## src/rtl/user_id_pkg.sv

```systemverilog
// Shared types and constants for the user-ID nibble-load interface.
package user_id_pkg;

    localparam int NIBBLE_W      = 4;
    localparam int ID_W          = 16;
    localparam int DEF_SETUP_CYC = 2;
    localparam int DEF_GAP_CYC   = 2;

    typedef enum logic [1:0] {
        IDLE  = 2'd0,
        SETUP = 2'd1,
        LOAD  = 2'd2,
        GAP   = 2'd3
    } sender_state_t;

    function automatic int max_int(input int a, input int b);
        return (a > b) ? a : b;
    endfunction

endpackage

```

## src/rtl/cycle_down_counter.sv

```systemverilog
// Loadable down-counter with a zero flag; used to time the SETUP and GAP phases.
module cycle_down_counter #(
    parameter int W = 2
) (
    input  logic         clk,
    input  logic         rst,
    input  logic         load,
    input  logic [W-1:0] load_val,
    input  logic         dec,
    output logic         zero
);

    logic [W-1:0] count;

    // Reload has priority over decrement; decrement saturates at zero so it never wraps.
    always_ff @(posedge clk) begin
        if (!rst) begin
            count <= '0;
        end else if (load) begin
            count <= load_val;
        end else if (dec && (count != '0)) begin
            count <= count - W'(1);
        end
    end

    assign zero = (count == '0);

endmodule

```

## src/rtl/user_id_sender.sv

```systemverilog
// Replays a captured user ID as framed nibbles (MSB first) toward the user_id entry block.
//
//   state | meaning
//   ------+-------------------------------------------------------------
//   IDLE  | ready for start; id_nibble holds its last value
//   SETUP | nibble presented, held SETUP_CYC cycles before its strobe
//   LOAD  | load_out high for this single cycle
//   GAP   | nibble held GAP_CYC cycles after the strobe
module user_id_sender
    import user_id_pkg::*;
#(
    parameter int SETUP_CYC = DEF_SETUP_CYC,
    parameter int GAP_CYC   = DEF_GAP_CYC,
    parameter int NIBBLES   = 4,
    localparam int ID_BITS  = NIBBLE_W * NIBBLES,
    localparam int IDX_W    = (NIBBLES > 1) ? $clog2(NIBBLES) : 1
) (
    input  logic                clk,
    input  logic                rst,
    input  logic                start,
    input  logic [ID_BITS-1:0]  id_in,
    output logic                ready,
    output logic [NIBBLE_W-1:0] id_nibble,
    output logic                load_out,
    output logic [IDX_W-1:0]    nib_idx,
    output logic                done
);

    localparam int CNT_W = $clog2(max_int(SETUP_CYC, GAP_CYC) + 1);

    sender_state_t      state;
    logic [ID_BITS-1:0] sreg;
    logic               cnt_load;
    logic [CNT_W-1:0]   cnt_val;
    logic               cnt_dec;
    logic               cnt_zero;
    logic               last_nib;

    assign last_nib = (nib_idx == IDX_W'(NIBBLES - 1));

    // The counter is preloaded with (duration - 1) on each state entry, so the
    // state is left on the cycle where the counter reads zero.
    always_comb begin
        cnt_load = 1'b0;
        cnt_val  = '0;
        cnt_dec  = 1'b0;
        case (state)
            IDLE: begin
                if (start) begin
                    cnt_load = 1'b1;
                    cnt_val  = CNT_W'(SETUP_CYC - 1);
                end
            end
            SETUP: begin
                if (cnt_zero) begin
                    cnt_load = 1'b1;
                    cnt_val  = '0;
                end else begin
                    cnt_dec = 1'b1;
                end
            end
            LOAD: begin
                cnt_load = 1'b1;
                cnt_val  = CNT_W'(GAP_CYC - 1);
            end
            GAP: begin
                if (cnt_zero) begin
                    cnt_load = 1'b1;
                    cnt_val  = last_nib ? '0 : CNT_W'(SETUP_CYC - 1);
                end else begin
                    cnt_dec = 1'b1;
                end
            end
            default: ;
        endcase
    end

    cycle_down_counter #(
        .W (CNT_W)
    ) u_cnt (
        .clk      (clk),
        .rst      (rst),
        .load     (cnt_load),
        .load_val (cnt_val),
        .dec      (cnt_dec),
        .zero     (cnt_zero)
    );

    // Sequencer with registered outputs; reset abandons any sequence in flight.
    always_ff @(posedge clk) begin
        if (!rst) begin
            state     <= IDLE;
            sreg      <= '0;
            id_nibble <= '0;
            nib_idx   <= '0;
            load_out  <= 1'b0;
            done      <= 1'b0;
            ready     <= 1'b1;
        end else begin
            load_out <= 1'b0;
            done     <= 1'b0;
            case (state)
                IDLE: begin
                    if (start) begin
                        sreg      <= id_in;
                        id_nibble <= id_in[ID_BITS-1 -: NIBBLE_W];
                        nib_idx   <= '0;
                        ready     <= 1'b0;
                        state     <= SETUP;
                    end
                end
                SETUP: begin
                    if (cnt_zero) begin
                        load_out <= 1'b1;
                        state    <= LOAD;
                    end
                end
                LOAD: begin
                    state <= GAP;
                end
                GAP: begin
                    if (cnt_zero) begin
                        if (last_nib) begin
                            done  <= 1'b1;
                            ready <= 1'b1;
                            state <= IDLE;
                        end else begin
                            sreg      <= sreg << NIBBLE_W;
                            id_nibble <= sreg[ID_BITS-1-NIBBLE_W -: NIBBLE_W];
                            nib_idx   <= nib_idx + IDX_W'(1);
                            state     <= SETUP;
                        end
                    end
                end
                default: state <= IDLE;
            endcase
        end
    end

endmodule

```

## config.mk

```make
export PLATFORM = sky130hd
export DESIGN_NAME = user_id_sender
export DESIGN_NICKNAME = d
export VERILOG_FILES = /design/src/rtl/user_id_pkg.sv /design/src/rtl/cycle_down_counter.sv /design/src/rtl/user_id_sender.sv
export SDC_FILE = /design/constraint.sdc
export NUM_CORES = 1
export LEC_CHECK = 0
export ABC_CLOCK_PERIOD_IN_PS = 1400
export CAP_MARGIN = 40
export CORE_MARGIN = 2
export CORE_UTILIZATION = 44
export DETAILED_ROUTE_END_ITERATION = 6
export PLACE_DENSITY = 0.83
export SYNTH_ARGS = -nofsm -noshare
export SYNTH_HDL_FRONTEND = slang
export SYNTH_SLANG_ARGS = --single-unit
```

## constraint.sdc

```tcl
create_clock -name clk -period 1.4 [get_ports clk]
set_input_delay 0.28 -clock clk [delete_from_list [all_inputs] [get_ports clk]]
set_output_delay 0.28 -clock clk [all_outputs]
set_load 0.005 [all_outputs]
```

==> parameters.txt, run 1 <==
Parameter                              Value

Timing
  Number of hold-slack violations in the final timing report    0
  Transition time at the pin with the least slew margin    0.249 ns
  Min setup slack post-route    -0.130 ns
  Smallest hold slack    0.503 ns
  Final clock skew    0.0102 ns
  Slew HR    82.9%
  Max-slew violation count    0
  RSZ-0062 raised after global routing    true
  Final cycle utilization of the critical path    109%
  Maximum clock rate    654 MHz
  Min cycle time layout    1.53 ns
  Setup violation total in the final timing report    18

Routing
  Violation count after the first detailed-route iteration    19
  Via count    1133
  DRC violation count after routing    0
  Total wirelength of the detailed-routed design    3260 microns
  Detailed Routing Iterations Pass 1    4
  Routed vias/inst    5.47
  Average wire length per cell after detail routing    15.7 microns
  Post-detailed-route count of antenna-violating nets    0

Floorplanning
  Number of I/O pins    28
  Die Ht    56.9 microns
  Core area    0.00271 sq mm
  Row count    19
  Horizontal die dimension    56.9 microns
  Floorplan die area    0.00323 sq mm
  Initial standard-cell utilization of the core    45.4%

Clock network
  Root buf cell    clkbuf_4
  Post-cts hold buffer count    0
  Number of buffers created by CTS    3
  Clock Latency Late Sink    0.34 ns
  # clock sinks    25
  Clock tree from TritonCTS    yes
  H-tree levels    1
  Max clock buf depth    2
  Clock-pin slew of the registers on the worst-case setup and hold paths    0.14 ns

Final layout
  Finished Layout Cells    207
  Area added between synthesis and finish    57.9%
  Fin nets    202
  Proportion of layout cells with a drive suffix above 1    43.2%
  Number of inserted diodes    0

Hold path
  Path class of the lowest-slack min-delay path    register to register

Status
  Violations in the final reports    setup timing
  Run status    finished with violations

Power and ir drop
  Leakage power total    0.000769 uW
  Largest vdd supply drop    2.12 mV
  Power per unit of standard cell area    2070 mW/mm^2

Global routing
  Met1 usage    24.5%
  Most used routing layer in global routing    met2
  Maximum number of pins on one net before global-route repair    14
  GR Layer Usage met2    38.9%
  Wire length of the first global-routing pass    5380 microns
  Number of global-route vias before repair    1189
  Antenna violations before repair    0
  Grt met3 use    4.15%
  All-Layer GR Usage    21.3%
  Overflow left after global routing    0

Job
  Max_cap viols    0

Placed design
  Number of buffer cells added on primary ports    27
  Post-placement cell count    195
  Final HPWL DP    2210 microns
  Weighted congestion at the end of routability-driven global placement    0.810

Yosys
  Post-synth cell types    32
  Post-synthesis sequential area ratio    40.7%
  Leading cell types by total area after synthesis    dfxtp_1 (41%), mux2i_1 (11%), a211oi_2 (8.1%)
  Number of instances in the synthesized netlist    124
  Count of yosys warnings during synthesis    0
  Flop and latch count out of synthesis    25
  Mean instance size in the synthesized netlist    9.92 sq um
  Syn_nets    149
  Top cell type's share of synthesized area    40.7%
  Cell area after synthesis    0.00123 sq mm
  Biggest area consumer among synthesized cells    dfxtp_1

Setup path
  CP startpoint kind    register
  WP data arrival    1.76 ns
  Crit Path Category    register to register
  Worst setup EP type    register
  Sequence of cells on the critical path    inv_4, ha_4, nor2b_4, a211oi_4, buf_4, buf_16, a211oi_2
  Highest cell delay on the worst timing path    0.41 ns
  Critical-path cell with the highest stage delay    dfxtp_4
  Data required time at the worst endpoint    1.63 ns
  Worst-path fanout max    12
[where the power goes]
part | switching (uW) | internal (uW) | total (uW)
registers | 192 | 1010 | 1200
clock network | 234 | 112 | 346
logic | 1190 | 1290 | 2480
total | 1610 | 2410 | 4020
[critical path: cells and delay by family (launching register included)]
family | cells | cell delay, ns
buffers and inverters | 3 | 0.37
AND/OR/NAND/NOR | 1 | 0.13
AO/OA/AOI/OAI | 2 | 0.36
adder cells (fa/ha/maj) | 1 | 0.16
flip-flops | 1 | 0.41
[cell type report]
cell class,count,area [sq um]
multi-input combinational,87,816
tap,31,38.8
inverter,5,23.8
clock buffer,4,26.3
fill,202,768
sequential,25,515
timing repair buffer,55,522
[cell usage after synthesis]
cell type,number
and4_1,1
a211oi_4,1
dfxtp_1,25
a311oi_1,1
o21bai_4,1
o21a_1,1
nor2_1,20
nand3_1,1
buf_2,1
buf_6,1
o21ai_0,2
nor3_1,1
nand4b_1,1
a211o_1,1
nand2b_4,1
xnor2_1,1
clkbuf_1,2
inv_1,5
nand2_1,6
a21oi_1,5
buf_4,3
a211oi_1,4
a211oi_2,8
a221oi_1,1
ha_1,6
nand4_1,1
nand2b_1,1
a22oi_1,4
a31oi_1,1
nor2b_1,2
mux2i_1,13
and3_1,2
[metrics by stage]
step	setup TNS, ns	total power, uW	instance area (sq um)	setup slack [ns]	util (%)
floorplan	-0.362	2430	1270	-0.0376	-
global placement	-4.62	2950	1710	-0.287	62.9
detailed placement	-5.52	3080	1710	-0.391	62.9
CTS	-2.07	4030	1920	-0.138	70.7
global route	-3.18	4300	1940	-0.198	71.7
finish	-1.76	4020	1940	-0.130	71.7
[repair_timing]
action,CTS,global route
pin swaps,9,17
resized for setup,30,21
cloned,2,0
setup buffers,7,2
endpoints found under the setup margin,29,24
[routing by layer]
layer	part of all wire, %	vias to the layer above
met1	38	542
met4	2.5	0
met5	0	-
li1	-	553
met2	56	29
met3	3.7	9
[placed cells by master, fill, tap and decap left out, types with 2 or more instances in the layout]
cell type,netlist,layout
a211oi_1,4,2
ha_1,6,2
o21ai_0,2,2
mux2i_1,13,13
nor2b_4,0,2
ha_4,0,4
buf_4,3,22
nor2_2,0,4
dfxtp_4,0,2
dfxtp_1,25,17
nor2_1,20,13
inv_1,5,2
a21oi_1,5,4
dfxtp_2,0,6
inv_4,0,2
nor2_4,0,3
a211oi_2,8,10
clkdlybuf4s50_1,0,19
and3_1,2,2
clkbuf_4,0,3
buf_6,1,4
a22oi_2,0,4
dlygate4sd2_1,0,7
nand2_1,6,6
[final timing paths]
check	startpoint	depth (start not counted)	end	slack (ns)
max	state[0]	7	sreg[8]	-0.13
min	id_nibble[0]	2	id_nibble[0]	0.50
max reg2reg	state[0]	7	sreg[8]	-0.13
min reg2reg	id_nibble[0]	2	id_nibble[0]	0.50
[registers in the layout, summed over array words and instances (netlist names)]
| register | flops |
|---|---|
| done | 1 |
| id_nibble | 4 |
| load_out | 1 |
| nib_idx | 2 |
| ready | 1 |
| sreg | 12 |
| state | 2 |
| u_cnt.count | 2 |
[cells by family after synthesis]
group                    Yosys count  synth area share (%)
AO/OA/AOI/OAI                     30                  22.3
AND/OR/NAND/NOR                   37                  14.3
adder cells (fa/ha/maj)            6                  6.10
multiplexers                      13                  10.6
buffers and inverters             12                  5.29
XOR/XNOR                           1                 0.712
flip-flops                        25                  40.7
Note: power is estimated with default switching activity, not from simulation.
==> run 2, diff against run 1 <==
CORE_UTILIZATION = 46   (was 44)
CTS_BUF_LIST = sky130_fd_sc_hd__clkbuf_8   (was default)
PLACE_DENSITY = 0.86   (was 0.83)
==> run 2 against run 1 <==
The flow still finishes with violations (setup timing); sequential share of layout area down 1.5 points; wire length up 25%; die area down 4.0%; sequential power about the same; clock power up 23%; cell count up 1.4%; utilization up 11 points; fmax down 2.4%; worst hold slack better by 0.015 ns; non-clock buffer count up 4; largest cell class unchanged.
==> parameters.txt, run 2 (same netlist as run 1, synthesis figures left out) <==
Parameter                              Value

Routing
  Violation count after the first detailed-route iteration    25 (+6)
  Average wire length per cell after detail routing    19.3 microns (+23%)
  Routed vias/inst    5.65 (+3.2%)
  Total wirelength of the detailed-routed design    4060 microns (+25%)
  DRC violation count after routing    0 (unchanged)
  Post-detailed-route count of antenna-violating nets    0 (unchanged)
  Detailed Routing Iterations Pass 1    4 (unchanged)
  Via count    1186 (+4.7%)

Global routing
  Antenna violations before repair    0 (unchanged)
  Maximum number of pins on one net before global-route repair    15 (+1)
  Wire length of the first global-routing pass    6080 microns (+13%)
  Most used routing layer in global routing    met2
  Overflow left after global routing    0 (unchanged)
  Met1 usage    28.3% (+3.8 points)
  GR Layer Usage met2    49.0% (+10 points)
  Grt met3 use    3.95% (-0.19 points)
  Number of global-route vias before repair    1230 (+3.4%)
  All-Layer GR Usage    25.5% (+4.2 points)

Final layout
  Proportion of layout cells with a drive suffix above 1    51.7% (+8.5 points)
  Largest Register    sreg
  Max reg flops    12 (unchanged)
  Area added between synthesis and finish    68.0%
  Fin nets    206 (+2.0%)
  Commonest cells after routing, fill and taps aside    buf_4 (24), clkdlybuf4s50_1 (19), dfxtp_1 (16), mux2i_1 (13), a211oi_2 (11)
  Layout fillers    150 (-26%)
  Commonest non-fill, non-tap cell in the layout    buf_4
  Registers with the most flip-flops    sreg: 12 flops, id_nibble: 4 flops
  Number of inserted diodes    0 (unchanged)

Clock network
  Clock tree from TritonCTS    yes
  Root buf cell    clkbuf_8
  Clock Latency Late Sink    0.27 ns (-0.07 ns)
  Post-cts hold buffer count    0 (unchanged)
  H-tree levels    1 (unchanged)
  Clock-pin slew of the registers on the worst-case setup and hold paths    0.08 ns (-0.06 ns)
  Number of buffers created by CTS    3 (unchanged)
  Max clock buf depth    2 (unchanged)
  # clock sinks    25 (unchanged)

Hold path
  Worst Min Path Start    sreg[4]
  Path class of the lowest-slack min-delay path    register to register
  Number of cells traversed by the worst hold path    2 (unchanged)

Floorplanning
  Core area    0.00250 sq mm (-7.8%)
  Horizontal die dimension    55.7 microns (-2.0%)
  Number of I/O pins    28 (unchanged)
  Initial standard-cell utilization of the core    49.2% (+3.8 points)
  Row count    18 (-1)
  Floorplan die area    0.00310 sq mm (-4.0%)
  Die Ht    55.7 microns (-2.0%)

Timing
  Smallest hold slack    0.518 ns (+0.0146 ns)
  RSZ-0062 raised after global routing    true
  Transition time at the pin with the least slew margin    0.393 ns (+0.144 ns)
  Final clock skew    0.000829 ns (-0.00940 ns)
  Min cycle time layout    1.57 ns (+0.0369 ns)
  Setup violation total in the final timing report    20 (+2)
  Number of hold-slack violations in the final timing report    0 (unchanged)
  Max-slew violation count    0 (unchanged)
  Slew HR    73.6% (-9.3 points)
  Final cycle utilization of the critical path    112% (+2.6 points)
  Min setup slack post-route    -0.167 ns (-0.0369 ns)
  Sum Neg Setup Slack    -1.84 ns (-0.0778 ns)
  Maximum clock rate    638 MHz (-2.4%)

Power and ir drop
  Leakage power total    0.000868 uW (+13%)
  Power per unit of standard cell area    2250 mW/mm^2 (+8.8%)
  Overall power of the completed layout    4660 uW (+16%)
  Largest vdd supply drop    1.86 mV (-12%)

Placed design
  Number of buffer cells added on primary ports    27 (unchanged)
  Final HPWL DP    2170 microns (-1.9%)
  Worst slack after detailed placement    -0.350 ns (+0.0413 ns)
  Weighted congestion at the end of routability-driven global placement    0.821 (+1.4%)

Setup path
  Crit Path Category    register to register
  Data required time at the worst endpoint    1.59 ns (-0.04 ns)
  Worst-path fanout max    6 (-6)
  Reg-to-reg critical path startpoint    state[1]
  Worst Setup SP    state[1]
  CP startpoint kind    register
  WP data arrival    1.76 ns (about the same)
  Worst setup EP type    register
  R2r worst-path depth    9 (+2)

Job
  Max_cap viols    0 (unchanged)

Status
  Run status    finished with violations
  Violations in the final reports    setup timing
-- run 2: layer usage --
metal,share of wire [%],wire [microns],vias up
met4,4.0,162,0
met3,4.3,176,15
met1,38,1530,578
met5,0,0,-
met2,54,2200,38
li1,-,-,555
-- run 2: cell type report --
cell class	count	area (sq um)	share of cell area (%)
sequential	25	517	25.0
inverter	5	23.8	1.15
clock buffer	3	41.3	2.00
multi-input combinational	87	851	41.2
tap	30	37.5	1.82
clock inverter	1	5.00	0.242
timing repair buffer	59	591	28.6
-- run 2: stage by stage --
step                      cells  utilization, %  instance area [sq um]
final                       210            82.6                   2070
after global routing        210            82.6                   2070
after CTS                   209            79.1                   1980
after detailed placement    197            69.1                   1730
after global placement      197            69.1                   1730
after floorplan             124               -                   1270
-- run 2: worst paths after layout --
check,endpoint,slack [ns]
setup / recovery,sreg[8],-0.17
hold / removal,sreg[4],0.52
hold reg to reg,sreg[4],0.52
setup reg to reg,sreg[8],-0.17
-- run 2: repair_timing --
item                       in CTS  in global routing
pin swaps                      22                  8
gates resized for setup        37                 25
setup buffers                   6                  2
hold endpoints to repair        0                  0
cloned                          2                  0
setup endpoints to repair      28                 26
-- run 2: power by group --
group	internal [uW]	total, uW	switching, uW
clock	199	427	228
combinational	1550	3010	1450
sequential	1010	1220	212
total	2760	4660	1890
-- run 2: worst max-delay path, cell delays in order (launching register included) --
cell	delay, ns
dfxtp_4	0.37
inv_4	0.07
ha_4	0.14
buf_6	0.10
nor2_4	0.04
a211oi_4	0.25
buf_6	0.17
buf_16	0.13
nor2_1	0.06
a211oi_2	0.15
